File: src/rtl/ifid_stage.sv
// IF/ID pipeline register with stall/flush handling and in-flight HALT tracking.
// Optional performance counters are built when IFID_PERF_EN is defined.
module ifid_stage #(
    parameter logic [15:0] NOP_INSTR = 16'h0800,
    parameter logic [4:0]  HALT_OPC  = 5'b00000
) (
    input  logic        clk,
    input  logic        rst_n,
    input  logic [15:0] if_instr,
    input  logic [15:0] if_pc,
    input  logic [15:0] if_pc_next,
    input  logic        if_err,
    input  logic        stall,
    input  logic        flush,
    input  logic        wb_halt,
    output logic [15:0] id_instr,
    output logic [15:0] id_pc,
    output logic [15:0] id_pc_next,
    output logic        id_valid,
    output logic        id_err,
    output logic        fetch_hold,
    output logic        halted,
    output logic [15:0] stall_cnt,
    output logic [15:0] flush_cnt
);

    typedef enum logic [1:0] {RUN, HALT_WAIT, HALTED} state_t;
    state_t state;

    logic load_halt;
    assign load_halt = !flush && !stall && (if_instr[15:11] == HALT_OPC);

    always_ff @(posedge clk or negedge rst_n) begin
        if (!rst_n) begin
            id_instr   <= NOP_INSTR;
            id_pc      <= 16'h0000;
            id_pc_next <= 16'h0000;
            id_valid   <= 1'b0;
            id_err     <= 1'b0;
        end else if (flush) begin
            id_instr   <= NOP_INSTR;
            id_pc      <= if_pc;
            id_pc_next <= if_pc_next;
            id_valid   <= 1'b0;
            id_err     <= 1'b0;
        end else if (!stall) begin
            // Once a HALT is in flight, everything fetched behind it becomes a bubble.
            id_pc      <= if_pc;
            id_pc_next <= if_pc_next;
            if (state != RUN) begin
                id_instr <= NOP_INSTR;
                id_valid <= 1'b0;
                id_err   <= 1'b0;
            end else begin
                id_instr <= if_instr;
                id_valid <= 1'b1;
                id_err   <= if_err;
            end
        end
    end

    always_ff @(posedge clk or negedge rst_n) begin
        if (!rst_n) begin
            state      <= RUN;
            fetch_hold <= 1'b0;
            halted     <= 1'b0;
        end else begin
            case (state)
                RUN: if (load_halt) begin
                    state      <= HALT_WAIT;
                    fetch_hold <= 1'b1;
                end
                // A retired HALT is architectural, so it beats a same-cycle flush.
                HALT_WAIT: if (wb_halt) begin
                    state  <= HALTED;
                    halted <= 1'b1;
                end else if (flush) begin
                    state      <= RUN;
                    fetch_hold <= 1'b0;
                end
                default: begin
                    state      <= HALTED;
                    fetch_hold <= 1'b1;
                    halted     <= 1'b1;
                end
            endcase
        end
    end

`ifdef IFID_PERF_EN
    always_ff @(posedge clk or negedge rst_n) begin
        if (!rst_n) begin
            stall_cnt <= 16'h0000;
            flush_cnt <= 16'h0000;
        end else begin
            if (stall && !flush && stall_cnt != 16'hFFFF) stall_cnt <= stall_cnt + 16'h0001;
            if (flush && flush_cnt != 16'hFFFF)           flush_cnt <= flush_cnt + 16'h0001;
        end
    end
`else
    assign stall_cnt = 16'h0000;
    assign flush_cnt = 16'h0000;
`endif

endmodule

File: config.mk
export PLATFORM = sky130hd
export DESIGN_NAME = ifid_stage
export DESIGN_NICKNAME = d
export VERILOG_FILES = /design/src/rtl/ifid_stage.sv
export SDC_FILE = /design/constraint.sdc
export NUM_CORES = 1
export LEC_CHECK = 0
export BUFFER_PORTS_ARGS = -buffer_cell sky130_fd_sc_hd__buf_2
export CAP_MARGIN = 30
export CORE_MARGIN = 2
export CORE_UTILIZATION = 44
export CTS_BUF_LIST = sky130_fd_sc_hd__clkbuf_8
export CTS_CLUSTER_DIAMETER = 150
export DETAILED_ROUTE_END_ITERATION = 7
export GPL_ROUTABILITY_DRIVEN = 0
export HOLD_SLACK_MARGIN = 0.05
export PLACE_DENSITY = 0.93
export SKIP_CTS_REPAIR_TIMING = 1
export SYNTH_ARGS = -nofsm -noshare
export SYNTH_HDL_FRONTEND = slang
export SYNTH_SLANG_ARGS = --single-unit
File: constraint.sdc
create_clock -name clk -period 1.54 [get_ports clk]
set_input_delay 0.308 -clock clk [delete_from_list [all_inputs] [get_ports clk]]
set_output_delay 0.308 -clock clk [all_outputs]
set_load 0.01 [all_outputs]
==> results.yml <==
status:
  status: "finished, final reports clean"
synth:
  synth_cell_types: 22
  synth-seq-cells: 54
  synth_flop_cell: "dfrtp_1"
  synth-edff-count: 0
  synth-warning-count: 0
  async_flop_share_pct: 100
  synth_area_leaders: "dfrtp_1 (58%), nand2_1 (16%), buf_4 (11%)"
  seq_area_frac_synth_pct: 59.1
  synth_top_cells_by_count: "nand2_1 (97), dfrtp_1 (53), buf_4 (34), a22o_1 (8), a22o_2 (8)"
  synthCells: 227
  post-synth-top-count-cell: "nand2_1"
  netlist_area_um2: 2290
  synth_top_area_share_pct: 58.0
  yosysTopAreaCell: "dfrtp_1"
  synth_area_per_cell_um2: 10.1
sta:
  rsz0062_at_grt: "false"
  drv_slew: 0
  min_period_over_period_pct: 81.9
  finalHoldViolations: 0
  fin_setup_tns_ps: 0
  fmax_mhz: 793
  fin_crit_ps: 1260
  finalSetupViolCount: 0
  worst_clock_skew_ps: 8.70
critical_path:
  reg2regPathDepth: 3
  max_stage_delay_ps: 530
  worstPathRequired_ps: 1230
  critPathCaptureType: "output pin"
  crit_start: "id_instr[11]"
  crit_cells: 1
  crit_end: "id_instr[11]"
  reg2reg_slack_ps: 340
  critPathKind: "reg2out"
  cp_cell_sequence: "buf_2"
  critical_path.top_delay_family: "flip-flops"
  worstPathMaxFanout: 2
  cp_slowest_cell: "dfstp_2"
  arrival_ps: 950
  timing.rr.start: "state[0]"
  cp-start-kind: "flop"
  crit_buf_inv: 1
  r2r-end: "id_instr[10]"
pwr:
  power_frac_clock_pct: 25.3
  p_seq_share_pct: 56.8
  combPwrFrac_pct: 17.9
  power.total_mw: 2.82
  switching_share_pct: 26.9
  power.density_nw_per_um2: 974
  p_int_mw: 2.06
  leakage_nw: 1.69
  ir_drop_mv: 0.435
  p_switching_uw: 757
clocking:
  h-tree-depth: 2
  clk_pin_slew_worst_paths_ps: 80
  cts_root_buf: "clkbuf_8"
  numCtsBuffers: 5
  cts_tree: "built"
  clockBufferDepth: 2
  cts.sinks: 54
  insertion_delay_ps: 290
routing:
  vias: 1797
  drt_iter0_markers: 64
  post_drt_wl_per_cell_um: 10.9
  via_per_inst: 4.42
  ant_nets: 0
  wirelength_um: 4440
  firstDrtPassIters: 3
  drc: 0
die:
  die_h_um: 76.1
  fp.coreArea_um2: 5070
  row_count: 26
  ios: 138
  die_w_um: 76.1
  fp.dieArea_um2: 5790
  start_util_pct: 45.1
place:
  hpwl_um: 3390
  portBuffers: 105
final_layout:
  area_growth_pct: 26.5
  nets: 390
  drive_above_1_share_pct: 39.5
  multi_input_area_um2: 751
  fillers: 448
  final-seq-area_um2: 1350
  num_antenna_cells: 0
global_route:
  grt_pass1_wl_um: 7340
  track_usage_pct: 15.5
  grt_max_degree: 55
  antenna_found_initial: 0
  grt_pass1_vias: 1669
  grt_overflow: 0
hold_path:
  hp-class: "in2reg"
job:
  drv_cap: 0
-- tightest hold or removal path, delay by kind of cell --
| kind | cells | cell delay, ps |
|---|---|---|
| buffers and inverters | 1 | 80 |
| AND/OR/NAND/NOR | 2 | 90 |
-- per-layer routing --
layer	part of all wire, %	global-route usage, %	up-vias
met2	51	27.5	77
li1	-	-	869
met4	0.81	4.73	0
met1	41	18.2	847
met5	0	0	-
met3	7.7	4.62	4
-- cell families after synthesis --
family | share of synthesized area, %
buffers and inverters | 13.4
other | 0.164
DFF | 59.1
AOI/OAI and AO/OA | 8.42
and+or+nand+nor | 18.9
-- placed cells by master, fill, tap and decap left out, types with 2 or more instances in the layout --
master / netlist / routed
a22o_2: 8 / 8
clkinv_2: 0 / 2
a21oi_1: 2 / 2
inv_1: 2 / 3
a21o_2: 2 / 2
dfrtp_1: 53 / 53
conb_1: 1 / 32
buf_4: 34 / 5
buf_2: 5 / 105
a211oi_1: 2 / 2
buf_12: 0 / 2
nand2_1: 97 / 97
clkbuf_8: 0 / 5
nor2_1: 2 / 2
a22o_1: 8 / 8
-- layout make-up --
type	instances	area share [%]
Tap cell	70	3.03
Multi-Input combinational cell	160	25.9
Clock inverter	3	0.476
Inverter	2	0.259
Clock buffer	5	2.38
Timing Repair Buffer	113	21.2
Sequential cell	54	46.7
-- state kept, by name, summed over array words and instances (netlist names) --
register and flops:
fetch_hold 1, id_valid 1, id_err 1, id_instr 16, halted 1, state 2, id_pc_next 16, id_pc 16
-- how the worst min path moves through the flow --
stage,end,start,depth (start not counted),slack [ps]
detailed placement,id_pc[10],rst_n,2,330
floorplan,fetch_hold,rst_n,0,10
global placement,id_pc[9],rst_n,2,320
CTS,id_instr[12],rst_n,2,3
global route,id_instr[1],if_instr[1],2,210
finish,id_pc_next[6],if_pc_next[6],3,210
-- power by group through the flow --
stage	Clock [mW]	Combinational, mW	Sequential, mW
6_report	0.713	0.504	1.60
2_1_floorplan	0	0.255	1.68
3_3_place_gp	0	0.494	1.63
5_1_grt	0.811	0.565	1.62
3_5_place_dp	0	0.510	1.63
4_1_cts	0.741	0.509	1.60
-- per-stage QoR --
step | instance area, µm² | cells | worst slack (ps) | util [%] | hold slack (ps)
finish | 2890 | 407 | 279 | 57.0 | 212
global route | 2890 | 407 | 243 | 57.0 | 207
CTS | 2880 | 406 | 262 | 56.8 | 3.09
detailed placement | 2800 | 398 | 305 | 55.2 | 328
global placement | 2800 | 398 | 362 | 55.2 | 318
floorplan | 2400 | 258 | 314 | - | 12.4
(Power assumes the default switching activity.)
